==> src/rtl/tetris_pkg.sv <==
// Board geometry, cell codes and palette shared by the renderer and the game logic.
// Also holds the small pipeline/FSM types used inside the renderer.
package tetris_pkg;

  localparam int COLS      = 10;
  localparam int ROWS      = 20;
  localparam int CELLS     = ROWS * COLS;
  localparam int CELL_LOG2 = 4;
  localparam int BOARD_X0  = 240;
  localparam int BOARD_Y0  = 80;
  localparam int BORDER    = 4;
  localparam int IDX_W     = 8;

  typedef logic [2:0] cell_t;
  localparam cell_t CELL_EMPTY = 3'd0;
  localparam cell_t CELL_I     = 3'd1;
  localparam cell_t CELL_O     = 3'd2;
  localparam cell_t CELL_T     = 3'd3;
  localparam cell_t CELL_S     = 3'd4;
  localparam cell_t CELL_Z     = 3'd5;
  localparam cell_t CELL_J     = 3'd6;
  localparam cell_t CELL_L     = 3'd7;

  localparam logic [23:0] RGB_BLACK  = 24'h000000;
  localparam logic [23:0] RGB_BORDER = 24'h808080;
  localparam logic [23:0] RGB_GRID   = 24'h202020;

  // Entry [0] is the empty cell and is never shown through the palette.
  localparam logic [7:0][23:0] PALETTE = {
    24'hFF8000, 24'h0000FF, 24'hFF0000, 24'h00FF00,
    24'hA000F0, 24'hFFFF00, 24'h00FFFF, 24'h000000
  };

  typedef enum logic {ST_IDLE, ST_COPY} copy_state_e;

  typedef struct packed {
    logic  de;
    logic  hs;
    logic  vs;
    logic  in_board;
    logic  in_border;
    logic  grid;
    cell_t code;
  } s1_t;

  typedef struct packed {
    logic        de;
    logic        hs;
    logic        vs;
    logic [23:0] rgb;
  } s2_t;

  // Halves each channel separately to draw the darker cell edge.
  function automatic logic [23:0] edge_dim(input logic [23:0] rgb);
    return {1'b0, rgb[23:17], 1'b0, rgb[15:9], 1'b0, rgb[7:1]};
  endfunction

endpackage

==> src/rtl/tetris_board_renderer_if.sv <==
// Game-logic side of the renderer: back-buffer write port, commit strobe and copy status.
interface tetris_board_renderer_if;
  logic                wr_en;
  logic [4:0]          wr_row;
  logic [3:0]          wr_col;
  tetris_pkg::cell_t   wr_color;
  logic                commit;
  logic                copy_busy;

  modport master (output wr_en, wr_row, wr_col, wr_color, commit, input copy_busy);
  modport slave  (input wr_en, wr_row, wr_col, wr_color, commit, output copy_busy);
endinterface

==> src/rtl/tetris_board_mem.sv <==
// Back/front board buffers plus the copy FSM that moves back -> front on a vsync rising edge.
module tetris_board_mem
  import tetris_pkg::*;
(
  input  logic                   clk_fast,
  input  logic                   rst,
  input  logic                   vsync_in,
  tetris_board_renderer_if.slave wr_bus,
  input  logic [IDX_W-1:0]       rd_idx,
  output cell_t                  rd_code
);

  cell_t            back_q  [CELLS];
  cell_t            back_d  [CELLS];
  cell_t            front_q [CELLS];
  cell_t            front_d [CELLS];
  copy_state_e      state_q, state_d;
  logic [IDX_W-1:0] idx_q, idx_d;
  logic             pend_q, pend_d;
  logic             vsync_prev_q;
  logic             vs_rise, start, copy_active, wr_ok;
  logic [IDX_W-1:0] wr_idx;

  assign wr_ok   = wr_bus.wr_en && (wr_bus.wr_row < 5'(ROWS)) && (wr_bus.wr_col < 4'(COLS));
  assign wr_idx  = 8'(wr_bus.wr_row) * 8'(COLS) + 8'(wr_bus.wr_col);
  assign vs_rise = vsync_in & ~vsync_prev_q;
  assign start   = (state_q == ST_IDLE) && pend_q && vs_rise;
  assign rd_code = front_q[rd_idx];

  // NOTE: sequential state uses non-blocking assignments so every flop samples pre-edge values.
  always_ff @(posedge clk_fast or posedge rst) begin
    if (rst) begin
      state_q      <= ST_IDLE;
      idx_q        <= '0;
      pend_q       <= 1'b0;
      vsync_prev_q <= 1'b0;
    end else begin
      state_q      <= state_d;
      idx_q        <= idx_d;
      pend_q       <= pend_d;
      vsync_prev_q <= vsync_in;
    end
  end

  // NOTE: the buffers get a real reset so an aborted copy never leaves a partial frame; this keeps them in flops.
  always_ff @(posedge clk_fast or posedge rst) begin
    if (rst) begin
      for (int i = 0; i < CELLS; i++) begin
        back_q[i]  <= CELL_EMPTY;
        front_q[i] <= CELL_EMPTY;
      end
    end else begin
      back_q  <= back_d;
      front_q <= front_d;
    end
  end

  // NOTE: every comb output is defaulted first so no path leaves it unassigned (no latch).
  always_comb begin
    state_d = state_q;
    idx_d   = idx_q;
    case (state_q)
      ST_IDLE: begin
        if (start) begin
          state_d = ST_COPY;
          idx_d   = '0;
        end
      end
      ST_COPY: begin
        idx_d = idx_q + 8'd1;
        if (idx_q == 8'(CELLS - 1)) begin
          state_d = ST_IDLE;
          idx_d   = '0;
        end
      end
      default: state_d = ST_IDLE;
    endcase
  end

  always_comb begin
    copy_active      = (state_q == ST_COPY);
    wr_bus.copy_busy = copy_active;
    // A commit in the same cycle as a start wins, so one more copy follows.
    pend_d           = wr_bus.commit | (pend_q & ~start);
  end

  always_comb begin
    back_d  = back_q;
    front_d = front_q;
    if (wr_ok) back_d[wr_idx] = wr_bus.wr_color;
    // A write hitting the cell being copied is forwarded straight into front.
    if (copy_active)
      front_d[idx_q] = (wr_ok && (wr_idx == idx_q)) ? wr_bus.wr_color : back_q[idx_q];
  end

endmodule

==> src/rtl/tetris_board_renderer.sv <==
// Two-stage pixel pipeline: board lookup in S1, colour mux in S2; syncs ride along.
module tetris_board_renderer
  import tetris_pkg::*;
(
  input  logic                   clk_fast,
  input  logic                   rst,
  input  logic                   pix_en,
  input  logic [10:0]            h_cnt,
  input  logic [9:0]             v_cnt,
  input  logic                   de_in,
  input  logic                   hsync_in,
  input  logic                   vsync_in,
  tetris_board_renderer_if.slave wr_bus,
  output logic [7:0]             red,
  output logic [7:0]             green,
  output logic [7:0]             blue,
  output logic                   de_out,
  output logic                   hsync_out,
  output logic                   vsync_out
);

  localparam int X_END = BOARD_X0 + (COLS << CELL_LOG2);
  localparam int Y_END = BOARD_Y0 + (ROWS << CELL_LOG2);

  s1_t              s1_q, s1_d;
  s2_t              s2_q, s2_d;
  logic [7:0]       x;
  logic [8:0]       y;
  logic [3:0]       col;
  logic [4:0]       row;
  logic             in_board, in_frame, grid;
  logic [IDX_W-1:0] rd_idx;
  cell_t            rd_code;
  logic [23:0]      piece_rgb;

  tetris_board_mem u_mem (
    .clk_fast (clk_fast),
    .rst      (rst),
    .vsync_in (vsync_in),
    .wr_bus   (wr_bus),
    .rd_idx   (rd_idx),
    .rd_code  (rd_code)
  );

  always_comb begin
    x        = 8'(h_cnt - 11'(BOARD_X0));
    y        = 9'(v_cnt - 10'(BOARD_Y0));
    col      = 4'(x >> CELL_LOG2);
    row      = 5'(y >> CELL_LOG2);
    in_board = (h_cnt >= 11'(BOARD_X0)) && (h_cnt < 11'(X_END)) &&
               (v_cnt >= 10'(BOARD_Y0)) && (v_cnt < 10'(Y_END));
    in_frame = (h_cnt >= 11'(BOARD_X0 - BORDER)) && (h_cnt < 11'(X_END + BORDER)) &&
               (v_cnt >= 10'(BOARD_Y0 - BORDER)) && (v_cnt < 10'(Y_END + BORDER));
    grid     = (x[CELL_LOG2-1:0] == '1) | (y[CELL_LOG2-1:0] == '1);
    // Off-board pixels read cell 0 so the address never leaves the buffer.
    rd_idx   = in_board ? 8'(row) * 8'(COLS) + 8'(col) : '0;

    s1_d = s1_q;
    if (pix_en) begin
      s1_d.de        = de_in;
      s1_d.hs        = hsync_in;
      s1_d.vs        = vsync_in;
      s1_d.in_board  = in_board;
      s1_d.in_border = in_frame & ~in_board;
      s1_d.grid      = grid;
      s1_d.code      = rd_code;
    end
  end

  always_comb begin
    piece_rgb = PALETTE[s1_q.code];
    s2_d      = s2_q;
    if (pix_en) begin
      s2_d.de = s1_q.de;
      s2_d.hs = s1_q.hs;
      s2_d.vs = s1_q.vs;
      if (!s1_q.de)                       s2_d.rgb = RGB_BLACK;
      else if (s1_q.in_border)            s2_d.rgb = RGB_BORDER;
      else if (s1_q.in_board) begin
        if (s1_q.code == CELL_EMPTY)      s2_d.rgb = s1_q.grid ? RGB_GRID : RGB_BLACK;
        else                              s2_d.rgb = s1_q.grid ? edge_dim(piece_rgb) : piece_rgb;
      end else                            s2_d.rgb = RGB_BLACK;
    end
  end

  always_ff @(posedge clk_fast or posedge rst) begin
    if (rst) begin
      s1_q <= '0;
      s2_q <= '0;
    end else begin
      s1_q <= s1_d;
      s2_q <= s2_d;
    end
  end

  assign red       = s2_q.rgb[23:16];
  assign green     = s2_q.rgb[15:8];
  assign blue      = s2_q.rgb[7:0];
  assign de_out    = s2_q.de;
  assign hsync_out = s2_q.hs;
  assign vsync_out = s2_q.vs;

endmodule
==> src/flat_wrapper.sv <==
// flat-port wrapper written by rule: the top's interface ports become plain ports
module tetris_board_renderer_flat import tetris_pkg::*;
  (clk_fast, rst, pix_en, h_cnt, v_cnt, de_in, hsync_in, vsync_in, red, green, blue, de_out, hsync_out, vsync_out, wr_bus_wr_en, wr_bus_wr_row, wr_bus_wr_col, wr_bus_wr_color, wr_bus_commit, wr_bus_copy_busy);
  tetris_board_renderer_if wr_bus_i ();
  input  logic clk_fast;
  input  logic rst;
  input  logic pix_en;
  input  logic [10:0] h_cnt;
  input  logic [9:0] v_cnt;
  input  logic de_in;
  input  logic hsync_in;
  input  logic vsync_in;
  output logic [7:0] red;
  output logic [7:0] green;
  output logic [7:0] blue;
  output logic de_out;
  output logic hsync_out;
  output logic vsync_out;
  input wire logic [$bits(wr_bus_i.wr_en)-1:0] wr_bus_wr_en;
  input wire logic [$bits(wr_bus_i.wr_row)-1:0] wr_bus_wr_row;
  input wire logic [$bits(wr_bus_i.wr_col)-1:0] wr_bus_wr_col;
  input wire logic [$bits(wr_bus_i.wr_color)-1:0] wr_bus_wr_color;
  input wire logic [$bits(wr_bus_i.commit)-1:0] wr_bus_commit;
  output wire logic [$bits(wr_bus_i.copy_busy)-1:0] wr_bus_copy_busy;
  assign wr_bus_i.wr_en = wr_bus_wr_en;
  assign wr_bus_i.wr_row = wr_bus_wr_row;
  assign wr_bus_i.wr_col = wr_bus_wr_col;
  assign wr_bus_i.wr_color = wr_bus_wr_color;
  assign wr_bus_i.commit = wr_bus_commit;
  assign wr_bus_copy_busy = wr_bus_i.copy_busy;
  tetris_board_renderer u_core (.clk_fast(clk_fast), .rst(rst), .pix_en(pix_en), .h_cnt(h_cnt), .v_cnt(v_cnt), .de_in(de_in), .hsync_in(hsync_in), .vsync_in(vsync_in), .wr_bus(wr_bus_i), .red(red), .green(green), .blue(blue), .de_out(de_out), .hsync_out(hsync_out), .vsync_out(vsync_out));
endmodule
==> config.mk <==
export PLATFORM = sky130hd
export DESIGN_NAME = tetris_board_renderer_flat
export DESIGN_NICKNAME = d
export VERILOG_FILES = /design/src/rtl/tetris_pkg.sv /design/src/rtl/tetris_board_renderer_if.sv /design/src/rtl/tetris_board_mem.sv /design/src/rtl/tetris_board_renderer.sv /design/src/flat_wrapper.sv
export SDC_FILE = /design/constraint.sdc
export NUM_CORES = 2
export LEC_CHECK = 0
export CORE_ASPECT_RATIO = 0.9
export CORE_UTILIZATION = 45
export DETAILED_ROUTE_END_ITERATION = 16
export PLACE_DENSITY = 0.57
export SYNTH_ARGS = -nofsm -noshare
export SYNTH_HDL_FRONTEND = slang
export SYNTH_HIERARCHICAL = 1
export SYNTH_SLANG_ARGS = --single-unit
==> constraint.sdc <==
create_clock -name clk_fast -period 102.3 [get_ports clk_fast]
set_input_delay 20.46 -clock clk_fast [delete_from_list [all_inputs] [get_ports clk_fast]]
set_output_delay 20.46 -clock clk_fast [all_outputs]
set_load 0.1 [all_outputs]
Word level (Yosys, flattened, before mapping)
Memory sizes are Yosys's and may differ from the RTL's.
Index checks and enable logic that the tools add are counted.
W data, S select, Z words.
- add/sub/neg operators: 5
- multiply operators: 2
- divide/modulo/power cells: 0
- $lt $le $gt $ge: 16
- equal/unequal tests: 5
- shift-type cells: 0
- mux-type cells: 27
- bitwise logic cells: 12
- reductions and logical operators: 14
- operators by type and width (cell ; number):
    $bwmux W600 ; 2
    $mux W24 ; 6
    $bmux W3 S8 ; 2
    $demux W3 S8 ; 2
    $ge A9 B9 Y1 const B ; 3
    $not A8 Y9 ; 3
    $mux W8 ; 3
    $ge A11 B8 Y1 const B ; 2
    $lt A11 B9 Y1 const B ; 2
    $mux W22 ; 1
    $mux W3 ; 7
    $ge A10 B7 Y1 const B ; 2
    $lt A10 B9 Y1 const B ; 2
    $lt A9 B1 Y1 const B ; 2
    $add A8 B4 Y8 ; 2
    $pmux W8 S2 ; 1
    $mul A5 B3 Y7 const B ; 2
    $logic_and A1 B1 Y1 ; 13
    $sub A9 B7 Y9 const B ; 1
    $add A8 B1 Y8 const B ; 1
    $eq A4 B4 Y1 const B ; 2
    $eq A8 B8 Y1 ; 1
    $eq A8 B8 Y1 const B ; 1
    $sub A8 B8 Y8 const B ; 1
    10 further kinds ; 17
- flip-flop bits (word level): 1247
- latch bits: 0
- bits in writable memories: 0
- ROM bits: 192
- input bits: 41
- logic and storage cells: 497
- memories: 1
- memory list (name ; depth ; width ; rd ports ; clocked after Yosys merged registers in ; write ports ; line ; RTL):
    (name not given) ; 8 ; 24 ; 1 ; 0 ; 0 ; tetris_board_renderer.sv:71 ; piece_rgb = PALETTE[s1_q.code];

Logic depth before layout (Yosys ltp)
- depth in word-level cells: 9
- gate-level depth with buffers: 21
- mapped depth without buffers: 21

Modules after synthesis
Netlist, hierarchy kept.
- modules (own cells, without submodules) (module ; times used ; cells each ; area each (um2) ; seq. area each (um2)):
    tetris_board_mem ; 1 ; 4629 ; 59387.0 ; 30304.1
    tetris_board_renderer ; 1 ; 217 ; 2024.4 ; 625.6

Worst setup path after synthesis
OpenSTA, ideal clock, no wires.
- kind: in2reg
- from: in v_cnt[4]
- to: reg u_core/s1_q[2] in the netlist's numbering
- arrival: 24.127 ns
- slack: 78.038 ns
- stages on the path: 17
- path buffers: 3
- cell sequence: inv_1 ha_1 nor2b_1 o221ai_2 a21oi_4 nand2_4 nor2_1 clkbuf_1 buf_2 buf_1 mux4_2 mux4_2 mux4_2 nand2_1 o21ai_0 nand2_1 o21ai_0
- cells in the longest elaborated chain, start to end: 8
- ends and longest elaborated chain (item ; line ; RTL):
    start, declared ; flat_wrapper.sv:9 ; input logic [9:0] v_cnt;
    $ge A10 B7 Y1 ; tetris_board_renderer.sv:51 ; (v_cnt >= 10'(BOARD_Y0)) && (v_cnt < 10'(Y_END));
    $logic_and A1 B1 Y1 ; tetris_board_renderer.sv:50 ; in_board = (h_cnt >= 11'(BOARD_X0)) && (h_cnt < 11'(X_END)) &&
    $logic_and A1 B1 Y1 * ; tetris_board_renderer.sv:51 ;
    $mux W8 * ; tetris_board_renderer.sv:56 ; rd_idx = in_board ? 8'(row) * 8'(COLS) + 8'(col) : '0;
    named net u_core.rd_idx[0] ; tetris_board_renderer.sv:32 ; logic [IDX_W-1:0] rd_idx;
    $not A8 Y9 (implied by the code) * ; tetris_board_mem.sv:28 ; assign rd_code = front_q[rd_idx];
    $bmux W3 S8 * ; tetris_board_mem.sv:28 ;
    $mux W3 (implied by the code) * (2 in a row) ; tetris_board_mem.sv:28 ;
    named net u_core.rd_code[2] ; tetris_board_renderer.sv:33 ; cell_t rd_code;
    end signal, assigned ; tetris_board_renderer.sv:88 ; s1_q <= '0;
    end signal, assigned ; tetris_board_renderer.sv:91 ; s1_q <= s1_d;
    end, declared ; tetris_board_renderer.sv:25 ; s1_t s1_q, s1_d;
The timed path passes the listed nets; every way through them passes the cells marked *. The select of a mux whose other input is x is not followed.
A chain may end at the register's enable or synchronous reset.

Worst setup path after layout
- from: in wr_bus_wr_row[1]
- to: reg u_core/u_mem/front_q[148] in the netlist's numbering
- cells in the longest elaborated chain, start to end: 6
- ends and longest elaborated chain (item ; line ; RTL):
    start, declared ; flat_wrapper.sv:20 ; input wire logic [$bits(wr_bus_i.wr_row)-1:0] wr_bus_wr_row;
    $mul A5 B3 Y7 or $lt A5 B5 Y1 (tied branches) ; tetris_board_mem.sv:25, tetris_board_mem.sv:24 ;
    $add A8 B4 Y8 or $logic_and A1 B1 Y1 (tied branches) ; tetris_board_mem.sv:25, tetris_board_mem.sv:24 ;
    $eq A8 B8 Y1 or $logic_and A1 B1 Y1 (tied branches) ; tetris_board_mem.sv:93, tetris_board_mem.sv:24 ;
    $logic_and A1 B1 Y1 * ; tetris_board_mem.sv:93 ; front_d[idx_q] = (wr_ok && (wr_idx == idx_q)) ? wr_bus.wr_color : back_q[idx_q];
    $mux W3 * ; tetris_board_mem.sv:93 ;
    $bwmux W600 * ; tetris_board_mem.sv:93 ;
    end signal, assigned ; tetris_board_mem.sv:54 ; front_q <= front_d;
    end, declared ; tetris_board_mem.sv:15 ; cell_t front_q [CELLS];
Every way passes the cells marked *; elsewhere a longest branch is shown, timed or not.

==> impl_metrics.env <==
export IMPL_grt_max_degree=169
export IMPL_async_flop_share_pct=100
export IMPL_worst_slew_pin_transition_ns=1.43
export IMPL_synth_top_cells_by_area="dfrtp_1 50%, mux4_2 12%, mux2_2 6.5%, nand2_1 5.5%, o31ai_1 4.9%"
export IMPL_cts_tree="yes"
export IMPL_num_vias=40180
export IMPL_path_class="in -> reg"
export IMPL_ant_nets=0
export IMPL_p_clk_share_pct=44.3
export IMPL_slew_headroom_pct=4.63
export IMPL_drc=0
export IMPL_crit_arrival_ns=26.51
export IMPL_htree_levels=4
export IMPL_fin_crit_sh_pct=25.3
export IMPL_slew_violations=0
export IMPL_leakagePower_nw=29.6
export IMPL_synth_main_ff_cell="dfrtp_1"
export IMPL_routabilityCongestion=0.810
export IMPL_outcome="finished, final reports clean"
export IMPL_p_comb_share_pct=8.5
export IMPL_path_clk_slew_ns=0.06
export IMPL_max_freq_ghz=0.0386
export IMPL_ys_seq_area_share_pct=50.4
export IMPL_ir_drop_mv=0.0153
export IMPL_synth_fp_nets=4920
export IMPL_clock_path_buffers=3
export IMPL_start_kind="primary input"
export IMPL_fp_dieH_um=352
export IMPL_cts_repair_resized=0
export IMPL_skew_ns=0.0304
export IMPL_cts_setup_buffers=0
export IMPL_p_seq_share_pct=47.2
export IMPL_synth_edf_count=0
export IMPL_synth_seq_cells=1236
export IMPL_cp_max_fo=78
export IMPL_wirelength_um=170000
export IMPL_synth_largest_area_cell="dfrtp_1"
export IMPL_num_rows=128
export IMPL_grtUsageTotal_pct=25.2
export IMPL_yosys_top_cells_count="1236 x dfrtp_1, 902 x nand2_1, 403 x o31ai_1"
export IMPL_numCtsBuffers=134
export IMPL_overflow=0
export IMPL_ys_warn_count=6
export IMPL_synth_most_common_cell="dfrtp_1"
export IMPL_io_buffers=68
export IMPL_netlist_instances=4846
export IMPL_grt_pass1_vias=40891
export IMPL_layout_min_cycle_time_ns=25.91
export IMPL_dp_hpwl_um=104000
export IMPL_switchingPower_uw=277
export IMPL_clkSinkCount=1236
export IMPL_firstDrtPassIters=5
export IMPL_switching_share_pct=25.3
export IMPL_finalSetupTns_ns=0
export IMPL_cap_viol_max_count=0
export IMPL_drt_iter0_drc=3100
export IMPL_drive_above_1_share_pct=26.1
export IMPL_wl_per_cell_um=25.5
export IMPL_p_int_uw=819
export IMPL_nets=4822
export IMPL_total_power_mw=1.10
export IMPL_area_delta_synth_final_pct=10.2
export IMPL_die_width_um=391
export IMPL_synth_avg_cell_area_um2=12.7
export IMPL_synthesis_area_um2=61400
export IMPL_end_kind="register"
export IMPL_io_pins=69
export IMPL_hold_path_class="reg -> reg"
export IMPL_die_area_um2=138000
export IMPL_hold_viol=0
export IMPL_finalSetupViolCount=0
export IMPL_cts_hold_buf=0
export IMPL_grt_pass1_wl_um=266000
export IMPL_antenna_found_initial=3
export IMPL_required_ns=102.90
export IMPL_rsz0062_at_grt="no"
export IMPL_yosysUniqueCellTypes=85
export IMPL_cts_root_buf="clkbuf_16"
export IMPL_start_util_pct=45.4
export IMPL_viasPerCell=6.02
export IMPL_clock_latency_ns=0.78
export IMPL_core_area_um2=135000
export IMPL_synth_top_area_share_pct=50.4
export IMPL_power_density_nw_per_um2=16.2
==> layout by cell type (no fill, tap or decap), drive strengths merged, types with 5 or more instances in the layout <==
cell | Yosys | layout
o31ai | 604 | 604
nor3 | 30 | 30
nand2b | 17 | 17
xnor2 | 11 | 11
and4 | 5 | 5
or4 | 5 | 5
xor2 | 11 | 11
o211ai | 11 | 11
clkdlybuf4s50 | 0 | 64
nand3 | 42 | 42
mux4 | 314 | 314
clkbuf | 198 | 195
o22a | 5 | 5
nand4 | 93 | 93
a21oi | 40 | 40
dfrtp | 1236 | 1236
o221ai | 5 | 5
nor4 | 20 | 20
and2 | 47 | 47
ha | 29 | 29
mux2 | 615 | 615
nand2 | 903 | 903
a21o | 7 | 7
o21ai | 39 | 39
nor2b | 16 | 16
clkinv | 1 | 24
a211oi | 16 | 16
a31oi | 9 | 9
o22ai | 10 | 10
o2bb2ai | 11 | 11
or2 | 5 | 5
and3 | 9 | 9
mux2i | 80 | 80
buf | 208 | 108
a22oi | 31 | 31
nor2 | 93 | 93
inv | 28 | 41
bufinv | 0 | 5
==> sequential cells by signal, summed over array words and instances (netlist names) <==
register,count
u_core/u_mem/back_q,600
u_core/u_mem/vsync_prev_q,1
u_core/u_mem/front_q,600
u_core/vsync_out,1
u_core/u_mem/idx_q,8
u_core/s1_q,9
u_core/u_mem/pend_q,1
u_core/blue,5
u_core/u_mem/wr_bus.copy_busy,1
u_core/green,4
u_core/hsync_out,1
u_core/de_out,1
u_core/red,4
==> path summary, 6_finish.rpt <==
path,start,end,slack (ns),cells past startpoint
setup / recovery,wr_bus_wr_row[1],u_core/u_mem/front_q[148]$_DFFE_PP0P_,76.39,13
hold / removal,u_core/u_mem/front_q[205]$_DFFE_PP0P_,u_core/u_mem/front_q[205]$_DFFE_PP0P_,0.47,2
setup reg to reg,u_core/u_mem/idx_q[1]$_DFFE_PP0P_,u_core/u_mem/front_q[148]$_DFFE_PP0P_,94.82,12
hold reg to reg,u_core/u_mem/front_q[205]$_DFFE_PP0P_,u_core/u_mem/front_q[205]$_DFFE_PP0P_,0.47,2
max in group asynchronous,rst,u_core/u_mem/back_q[302]$_DFFE_PP0P_,78.79,5
min in group asynchronous,rst,u_core/vsync_out$_DFFE_PP0P_,20.10,2
==> worst max-delay path: stages <==
cell	delay, ns
clkdlybuf4s50_1	0.49
ha_1	0.33
ha_1	0.23
fa_1	0.58
nand2_1	0.09
nor2_1	0.44
xnor3_1	0.32
or4b_1	0.66
nor3_2	0.19
buf_4	0.61
buf_4	0.96
buf_4	0.82
o31ai_1	0.16
==> metal layers <==
layer  track usage [%]  up-vias  wire (um)
met3              3.83      226       8450
met1              37.0    21077      78600
met4              7.48        0       4190
met5                 0        -          0
li1                  -    17901          -
met2              38.6      976      79300
==> power groups by stage <==
stage / clock network [mW] / logic (mW) / registers [mW]
after floorplan: 0 / 0.0660 / 0.525
after global placement: 0 / 0.0922 / 0.525
after CTS: 0.497 / 0.0937 / 0.517
after global routing: 0.516 / 0.101 / 0.519
after detailed placement: 0 / 0.0935 / 0.526
final: 0.486 / 0.0927 / 0.517
==> through the flow <==
step | instance area, um2 | setup slack, ns | instances | hold WS (ns) | util [%]
final | 67700 | 76.39 | 6674 | 0.470 | 50.0
after detailed placement | 63300 | 75.70 | 6432 | 0.461 | 46.8
after floorplan | 61400 | 47.72 | 4846 | 0.443 | -
after CTS | 67700 | 76.53 | 6672 | 0.474 | 50.0
after global placement | 63300 | 75.74 | 6431 | 0.454 | 46.8
after global routing | 67700 | 76.14 | 6672 | 0.490 | 50.0
==> cells by family after synthesis <==
logic type               Yosys count  synth area share (%)
AND/OR/NAND/NOR                 1298                  9.24
flip-flops                      1236                  50.4
multiplexers                    1009                  24.1
AO/OA/AOI/OAI                    809                  11.3
buffers and inverters            435                  3.77
adder cells (fa/ha/maj)           33                 0.721
XOR/XNOR                          26                 0.475
==> cell type report <==
cell class              instances  area [um2]
diodes                          2        5.00
clock buffers                 195        3940
clock inverters                45         415
fillers                     11880       67700
inverters                      29         116
multi-input cells            3175       28400
flip-flops and latches       1236       30900
well taps                    1820        2280
repair buffers                172        1560
Note: power is estimated with default switching activity, not from simulation.
